[config.mk]
export PLATFORM = sky130hd
export DESIGN_NAME = qec_pulse_sequencer
export DESIGN_NICKNAME = d
export VERILOG_FILES = /design/src/rtl/qcu_grid_pkg.sv /design/src/rtl/syndrome_vote.sv /design/src/rtl/qec_pulse_sequencer.sv
export SDC_FILE = /design/constraint.sdc
export NUM_CORES = 1
export LEC_CHECK = 0
export ABC_AREA = 0
export BUFFER_PORTS_ARGS = -buffer_cell sky130_fd_sc_hd__buf_2
export CAP_MARGIN = 20
export CORE_AREA = 2 2 91 84
export DETAILED_ROUTE_END_ITERATION = 7
export DIE_AREA = 0 0 93 86
export GPL_ROUTABILITY_DRIVEN = 0
export PLACE_DENSITY = 0.81
export SLEW_MARGIN = 20
export SYNTH_ARGS = -nofsm -noshare
export SYNTH_HDL_FRONTEND = slang
export SYNTH_SLANG_ARGS = --single-unit
[constraint.sdc]
create_clock -name clk -period 2.9 [get_ports clk]
set_input_delay 0.435 -clock clk [delete_from_list [all_inputs] [get_ports clk]]
set_output_delay 0.435 -clock clk [all_outputs]
set_load 0.05 [all_outputs]
[src/rtl/qcu_grid_pkg.sv]
// Shared definitions for the qubit-grid register interface and its pulse sequencer:
// register map, sequencer state encoding, bus request payload and counter helper.
package qcu_grid_pkg;

  localparam int unsigned NUM_QUBITS = 9;
  localparam int unsigned ADDR_W     = 4;
  localparam int unsigned DATA_W     = 32;
  localparam int unsigned CNT_W      = 16;

  localparam logic [ADDR_W-1:0] REG_CTRL     = 4'd0;
  localparam logic [ADDR_W-1:0] REG_PULSE    = 4'd1;
  localparam logic [ADDR_W-1:0] REG_SYND     = 4'd2;
  localparam logic [ADDR_W-1:0] REG_STRENGTH = 4'd3;

  typedef enum logic [2:0] {
    ST_IDLE    = 3'd0,
    ST_CFG_STR = 3'd1,
    ST_CFG_EN  = 3'd2,
    ST_WAIT    = 3'd3,
    ST_SAMPLE  = 3'd4,
    ST_PULSE   = 3'd5,
    ST_DISABLE = 3'd6
  } seq_state_t;

  typedef struct packed {
    logic              cs;
    logic              we;
    logic [ADDR_W-1:0] addr;
    logic [DATA_W-1:0] wdata;
  } bus_req_t;

  // Statistics counters stick at all-ones instead of wrapping.
  function automatic logic [CNT_W-1:0] sat_inc(input logic [CNT_W-1:0] v);
    return (v == {CNT_W{1'b1}}) ? v : v + CNT_W'(1);
  endfunction

endpackage

[src/rtl/syndrome_vote.sv]
// Three-read syndrome vote: shifts in the first two reads, votes them against the live
// third read. Only present in builds with QCU_SEQ_VOTE_EN defined.
`ifdef QCU_SEQ_VOTE_EN
module syndrome_vote
  import qcu_grid_pkg::*;
(
  input  logic                  clk,
  input  logic                  rst_n,
  input  logic                  shift_en,
  input  logic [NUM_QUBITS-1:0] din,
  output logic [NUM_QUBITS-1:0] mask_c
);

  logic [NUM_QUBITS-1:0] s0_q, s0_d;
  logic [NUM_QUBITS-1:0] s1_q, s1_d;

  always_comb begin
    s0_d = s0_q;
    s1_d = s1_q;
    if (shift_en) begin
      s1_d = s0_q;
      s0_d = din;
    end
  end

  always_ff @(posedge clk) begin
    if (!rst_n) begin
      s0_q <= '0;
      s1_q <= '0;
    end else begin
      s0_q <= s0_d;
      s1_q <= s1_d;
    end
  end

  assign mask_c = (din & s0_q) | (din & s1_q) | (s0_q & s1_q);

endmodule
`endif

[src/rtl/qec_pulse_sequencer.sv]
// Bus initiator: configures the qubit grid, periodically samples the syndrome and holds
// correction pulses. Define QCU_SEQ_VOTE_EN for a 2-of-3 majority over three syndrome reads.
module qec_pulse_sequencer
  import qcu_grid_pkg::*;
#(
  parameter int unsigned PULSE_CYCLES    = 16,
  parameter int unsigned SAMPLE_INTERVAL = 64,
  parameter logic [15:0] PULSE_STRENGTH  = 16'd500
) (
  input  logic                  clk,
  input  logic                  rst_n,
  input  logic                  start,
  input  logic                  stop,
  output logic                  busy,
  output logic [NUM_QUBITS-1:0] last_syndrome,
  output logic [CNT_W-1:0]      round_count,
  output logic [CNT_W-1:0]      corr_count,
  output logic                  bus_cs,
  output logic                  bus_we,
  output logic [ADDR_W-1:0]     bus_addr,
  output logic [DATA_W-1:0]     bus_wdata,
  input  logic [DATA_W-1:0]     bus_rdata
);

  localparam int unsigned WAIT_W  = $clog2(SAMPLE_INTERVAL + 1);
  localparam int unsigned PULSE_W = 8;
  localparam logic [WAIT_W-1:0]  WAIT_LOAD  = WAIT_W'(SAMPLE_INTERVAL - 1);
  localparam logic [PULSE_W-1:0] PULSE_LOAD = PULSE_W'(PULSE_CYCLES - 1);

  seq_state_t            state_q, state_d;
  logic [WAIT_W-1:0]     wait_cnt_q, wait_cnt_d;
  logic [PULSE_W-1:0]    pulse_cnt_q, pulse_cnt_d;
  logic [NUM_QUBITS-1:0] mask_q, mask_d;
  logic [CNT_W-1:0]      round_q, round_d;
  logic [CNT_W-1:0]      corr_q, corr_d;
  bus_req_t              bus_q, bus_d;
  logic                  busy_q, busy_d;

  logic [NUM_QUBITS-1:0] sample_mask_c;
  logic                  sample_done_c;
  logic                  sample_abort_c;
  logic                  unused_rdata_c;

  assign unused_rdata_c = ^bus_rdata[DATA_W-1:NUM_QUBITS];

`ifdef QCU_SEQ_VOTE_EN
  logic [1:0] vote_idx_q, vote_idx_d;

  syndrome_vote u_vote (
    .clk      (clk),
    .rst_n    (rst_n),
    .shift_en (state_q == ST_SAMPLE),
    .din      (bus_rdata[NUM_QUBITS-1:0]),
    .mask_c   (sample_mask_c)
  );

  // Read index within a vote; held at zero outside SAMPLE so every vote starts fresh.
  always_comb begin
    vote_idx_d = 2'd0;
    if (state_q == ST_SAMPLE) vote_idx_d = vote_idx_q + 2'd1;
  end

  always_ff @(posedge clk) begin
    if (!rst_n) vote_idx_q <= 2'd0;
    else        vote_idx_q <= vote_idx_d;
  end

  assign sample_done_c  = (vote_idx_q == 2'd2);
  assign sample_abort_c = stop;
`else
  assign sample_mask_c  = bus_rdata[NUM_QUBITS-1:0];
  assign sample_done_c  = 1'b1;
  assign sample_abort_c = 1'b0;
`endif

  always_ff @(posedge clk) begin
    if (!rst_n) begin
      state_q     <= ST_IDLE;
      wait_cnt_q  <= '0;
      pulse_cnt_q <= '0;
      mask_q      <= '0;
      round_q     <= '0;
      corr_q      <= '0;
      bus_q       <= '0;
      busy_q      <= 1'b0;
    end else begin
      state_q     <= state_d;
      wait_cnt_q  <= wait_cnt_d;
      pulse_cnt_q <= pulse_cnt_d;
      mask_q      <= mask_d;
      round_q     <= round_d;
      corr_q      <= corr_d;
      bus_q       <= bus_d;
      busy_q      <= busy_d;
    end
  end

  // Next state, counter reloads and statistics.
  always_comb begin
    state_d     = state_q;
    wait_cnt_d  = wait_cnt_q;
    pulse_cnt_d = pulse_cnt_q;
    mask_d      = mask_q;
    round_d     = round_q;
    corr_d      = corr_q;
    unique case (state_q)
      ST_IDLE: begin
        if (start && !stop) begin
          state_d = ST_CFG_STR;
          round_d = '0;
          corr_d  = '0;
        end
      end
      ST_CFG_STR: state_d = stop ? ST_DISABLE : ST_CFG_EN;
      ST_CFG_EN: begin
        if (stop) begin
          state_d = ST_DISABLE;
        end else begin
          state_d    = ST_WAIT;
          wait_cnt_d = WAIT_LOAD;
        end
      end
      ST_WAIT: begin
        if (stop)                  state_d = ST_DISABLE;
        else if (wait_cnt_q == '0) state_d = ST_SAMPLE;
        else                       wait_cnt_d = wait_cnt_q - WAIT_W'(1);
      end
      ST_SAMPLE: begin
        if (sample_abort_c) begin
          state_d = ST_DISABLE;
        end else if (sample_done_c) begin
          mask_d  = sample_mask_c;
          round_d = sat_inc(round_q);
          if (|sample_mask_c) begin
            corr_d      = sat_inc(corr_q);
            state_d     = ST_PULSE;
            pulse_cnt_d = PULSE_LOAD;
          end else begin
            state_d    = ST_WAIT;
            wait_cnt_d = WAIT_LOAD;
          end
          if (stop) state_d = ST_DISABLE;
        end
      end
      ST_PULSE: begin
        if (stop) begin
          state_d = ST_DISABLE;
        end else if (pulse_cnt_q == '0) begin
          state_d    = ST_WAIT;
          wait_cnt_d = WAIT_LOAD;
        end else begin
          pulse_cnt_d = pulse_cnt_q - PULSE_W'(1);
        end
      end
      ST_DISABLE: state_d = ST_IDLE;
      default:    state_d = ST_IDLE;
    endcase
  end

  // Bus request for the state being entered, so the registered bus lines up with state_q.
  always_comb begin
    bus_d  = '0;
    busy_d = (state_d != ST_IDLE);
    unique case (state_d)
      ST_CFG_STR: bus_d = '{cs: 1'b1, we: 1'b1, addr: REG_STRENGTH, wdata: DATA_W'(PULSE_STRENGTH)};
      ST_CFG_EN:  bus_d = '{cs: 1'b1, we: 1'b1, addr: REG_CTRL,     wdata: DATA_W'(1)};
      ST_SAMPLE:  bus_d = '{cs: 1'b1, we: 1'b0, addr: REG_SYND,     wdata: '0};
      ST_PULSE:   bus_d = '{cs: 1'b1, we: 1'b1, addr: REG_PULSE,    wdata: DATA_W'(mask_d)};
      ST_DISABLE: bus_d = '{cs: 1'b1, we: 1'b1, addr: REG_CTRL,     wdata: '0};
      default:    bus_d = '0;
    endcase
  end

  assign busy          = busy_q;
  assign last_syndrome = mask_q;
  assign round_count   = round_q;
  assign corr_count    = corr_q;
  assign bus_cs        = bus_q.cs;
  assign bus_we        = bus_q.we;
  assign bus_addr      = bus_q.addr;
  assign bus_wdata     = bus_q.wdata;

endmodule

==> results.yml <==
outcome:
  outcome: "finished, final reports clean"
critical_path:
  end_kind: "flop"
  cp.arrival_ns: 2.80
  worst-path-max-fanout: 10
  path_class: "flop to flop"
  worstSetupStartpointType: "flop"
  critPathRequiredTime_ns: 3.17
timing:
  fmax_ghz: 0.395
  tightest_slew_ns: 0.750
  setup_viol: 0
  maxSlewViolCount: 0
  slew_headroom_pct: 49.7
  fin_crit_sh_pct: 87.3
  fin_skew_ns: 0.00755
  min_period_ns: 2.53
  tns_ns: 0
  hold_viol: 0
  rsz0062_at_grt: "no"
power_and_ir_drop:
  p_per_area_mw_per_mm2: 946
  p_total_w: 0.00378
  power_leakage_nw: 1.65
  peakVddDrop_uv: 707
logic_synthesis:
  synth-seq-area-share_pct: 41.6
  synth_edf_count: 0
  netlist_area_mm2: 0.00351
  avgSynthCellArea_um2: 8.75
  synth-main-ff-cell: "dfxtp_1"
  synth-warning-count: 0
  ys_ff_latch: 73
  async_flop_share_pct: 0
  yosysTopAreaCell: "dfxtp_1"
  yosysTopAreaCellShare_pct: 41.6
  synthCells: 401
  yosys-top-cells-area: "dfxtp_1, nor2_1, xnor2_1"
  synth.distinct_cells: 57
clock_network:
  clock_sinks: 73
  cts_tree: "yes"
  cts_setup_buffers: 0
  cts_buffer_depth: 2
  clkLatencyLatePin_ns: 0.34
  path_clk_slew_ns: 0.08
  cts_max_level: 3
  hold_buffers: 0
  cts_repair_resize_count: 0
  cts-buffers-inserted: 9
  root_buffer: "clkbuf_8"
detailed_routing:
  routedWlPerCell_um: 13.1
  route.detailed.drc: 0
  wl_um: 7400
  detail-route-antenna-nets: 0
  dr.pass1.iters: 4
  routed_via_density: 5.25
  drt_iter0_drc: 124
  vias: 2974
layout:
  antennaDiodeCount: 0
  n_fill_cell: 637
  final_util_pct: 57.3
  area_delta_synth_final_pct: 13.7
  mostFrequentLayoutCells: "dfxtp_1, buf_2, nor2_1"
  nets: 513
  final_common_cell: "dfxtp_1"
  ff_latch_area_mm2: 0.00146
  layout.cells.non_filler: 566
  drive_above_1_share_pct: 21.6
  multi_input_area_mm2: 0.00181
floorplanning:
  die_area_mm2: 0.00800
  pin_count: 116
  start_util_pct: 50.4
  fp.dieH_um: 86
  fp.coreArea_mm2: 0.00697
  rows: 29
  die_w_um: 93
place:
  portBuffers: 67
  hpwl_um: 5290
  dp.cells: 551
job:
  cap_violations: 0
global_route:
  grt_use_total_pct: 19.0
  grt_pass1_wl_um: 12400
  grt_pass1_vias: 2700
  antenna_found_initial: 0
  grt_max_degree: 33
  gr-total-overflow: 0
min_path:
  hold_path.class: "primary input to flop"
[through the flow]
step | instance area, um^2 | hold slack (ns) | setup slack, ns
2_1_floorplan | 3600 | 0.446 | 0.547
3_3_place_gp | 3820 | 0.460 | 0.447
3_5_place_dp | 3820 | 0.466 | 0.372
6_report | 3990 | 0.367 | 0.368
4_1_cts | 3990 | 0.350 | 0.368
5_1_grt | 3990 | 0.368 | 0.132
[critical path, stage by stage, from the launching register on]
cell and delay, ns:
dfxtp_1 0.34, inv_1 0.07, ha_1 0.21, or4b_4 0.50, o21ai_1 0.19, o211ai_2 0.17, inv_1 0.15, ha_1 0.32
nor2b_1 0.19, mux2i_1 0.11, a211oi_2 0.21
[sequential cells by signal, indices dropped and copies added, names as in the netlist]
signal / count
bus_wdata: 9
bus_cs: 1
state_q: 3
wait_cnt_q: 7
bus_addr: 2
bus_we: 1
busy: 1
round_count: 16
last_syndrome: 9
pulse_cnt_q: 8
corr_count: 16
[synthesized netlist by cell type, drive strengths merged, types with 2 or more instances]
cell    instances
or2b            2
nor4            6
nor2b           4
xnor2          26
a311oi          6
and3           11
nor3b           5
nor3           17
a21oi          17
a31oi           3
o211a           2
nand2          26
ha              8
xor2            6
or2             2
o211ai          3
clkbuf          8
a211oi          5
nand3           9
dfxtp          73
o21ai          11
o21bai          2
mux2i          10
or3             3
or4b            3
inv            16
nand4           9
buf            29
and2            5
nor2           61
[where the power goes]
group,internal [W],switching [W],leakage (nW)
combinational,0.000562,0.00115,0.973
sequential,0.00120,0.000172,0.593
clock,0.000327,0.000363,0.0883
total,0.00209,0.00169,1.65
[cell type report]
cell class	count	area share, %
Clock buffer	10	3.45
Inverter	17	1.60
Timing Repair Buffer	71	9.16
Sequential cell	73	36.6
Clock inverter	5	0.784
Multi-Input combinational cell	297	45.5
Tap cell	93	2.92
[metal layers]
metal	up-vias	routed length, um	GRT usage, %
met5	-	0	0
met4	0	106	5.21
met3	11	365	5.98
met2	85	3560	31.7
met1	1417	3370	23.9
li1	1461	-	-
[logic make-up (layout without fill, tap and decap cells)]
kind of cell,after synthesis,in the layout,synth area share (%)
buf+inv,55,103,9.48
compound gates,54,54,10.8
flops,73,73,41.6
fa+ha+maj,8,8,2.85
xor+xnor,32,32,7.99
mux,11,11,3.17
simple gates,167,167,24.0
other cells,1,25,0.107
[final timing paths]
check                start                to  slack, ns  depth (start not counted)
min reg2reg  wait_cnt_q[6]     wait_cnt_q[6]       0.47                          2
max          wait_cnt_q[0]      bus_wdata[0]       0.37                         10
max reg2reg  wait_cnt_q[0]      bus_wdata[0]       0.37                         10
min           bus_rdata[1]  last_syndrome[1]       0.37                          3
No activity file was read; power rests on OpenSTA's default activity.
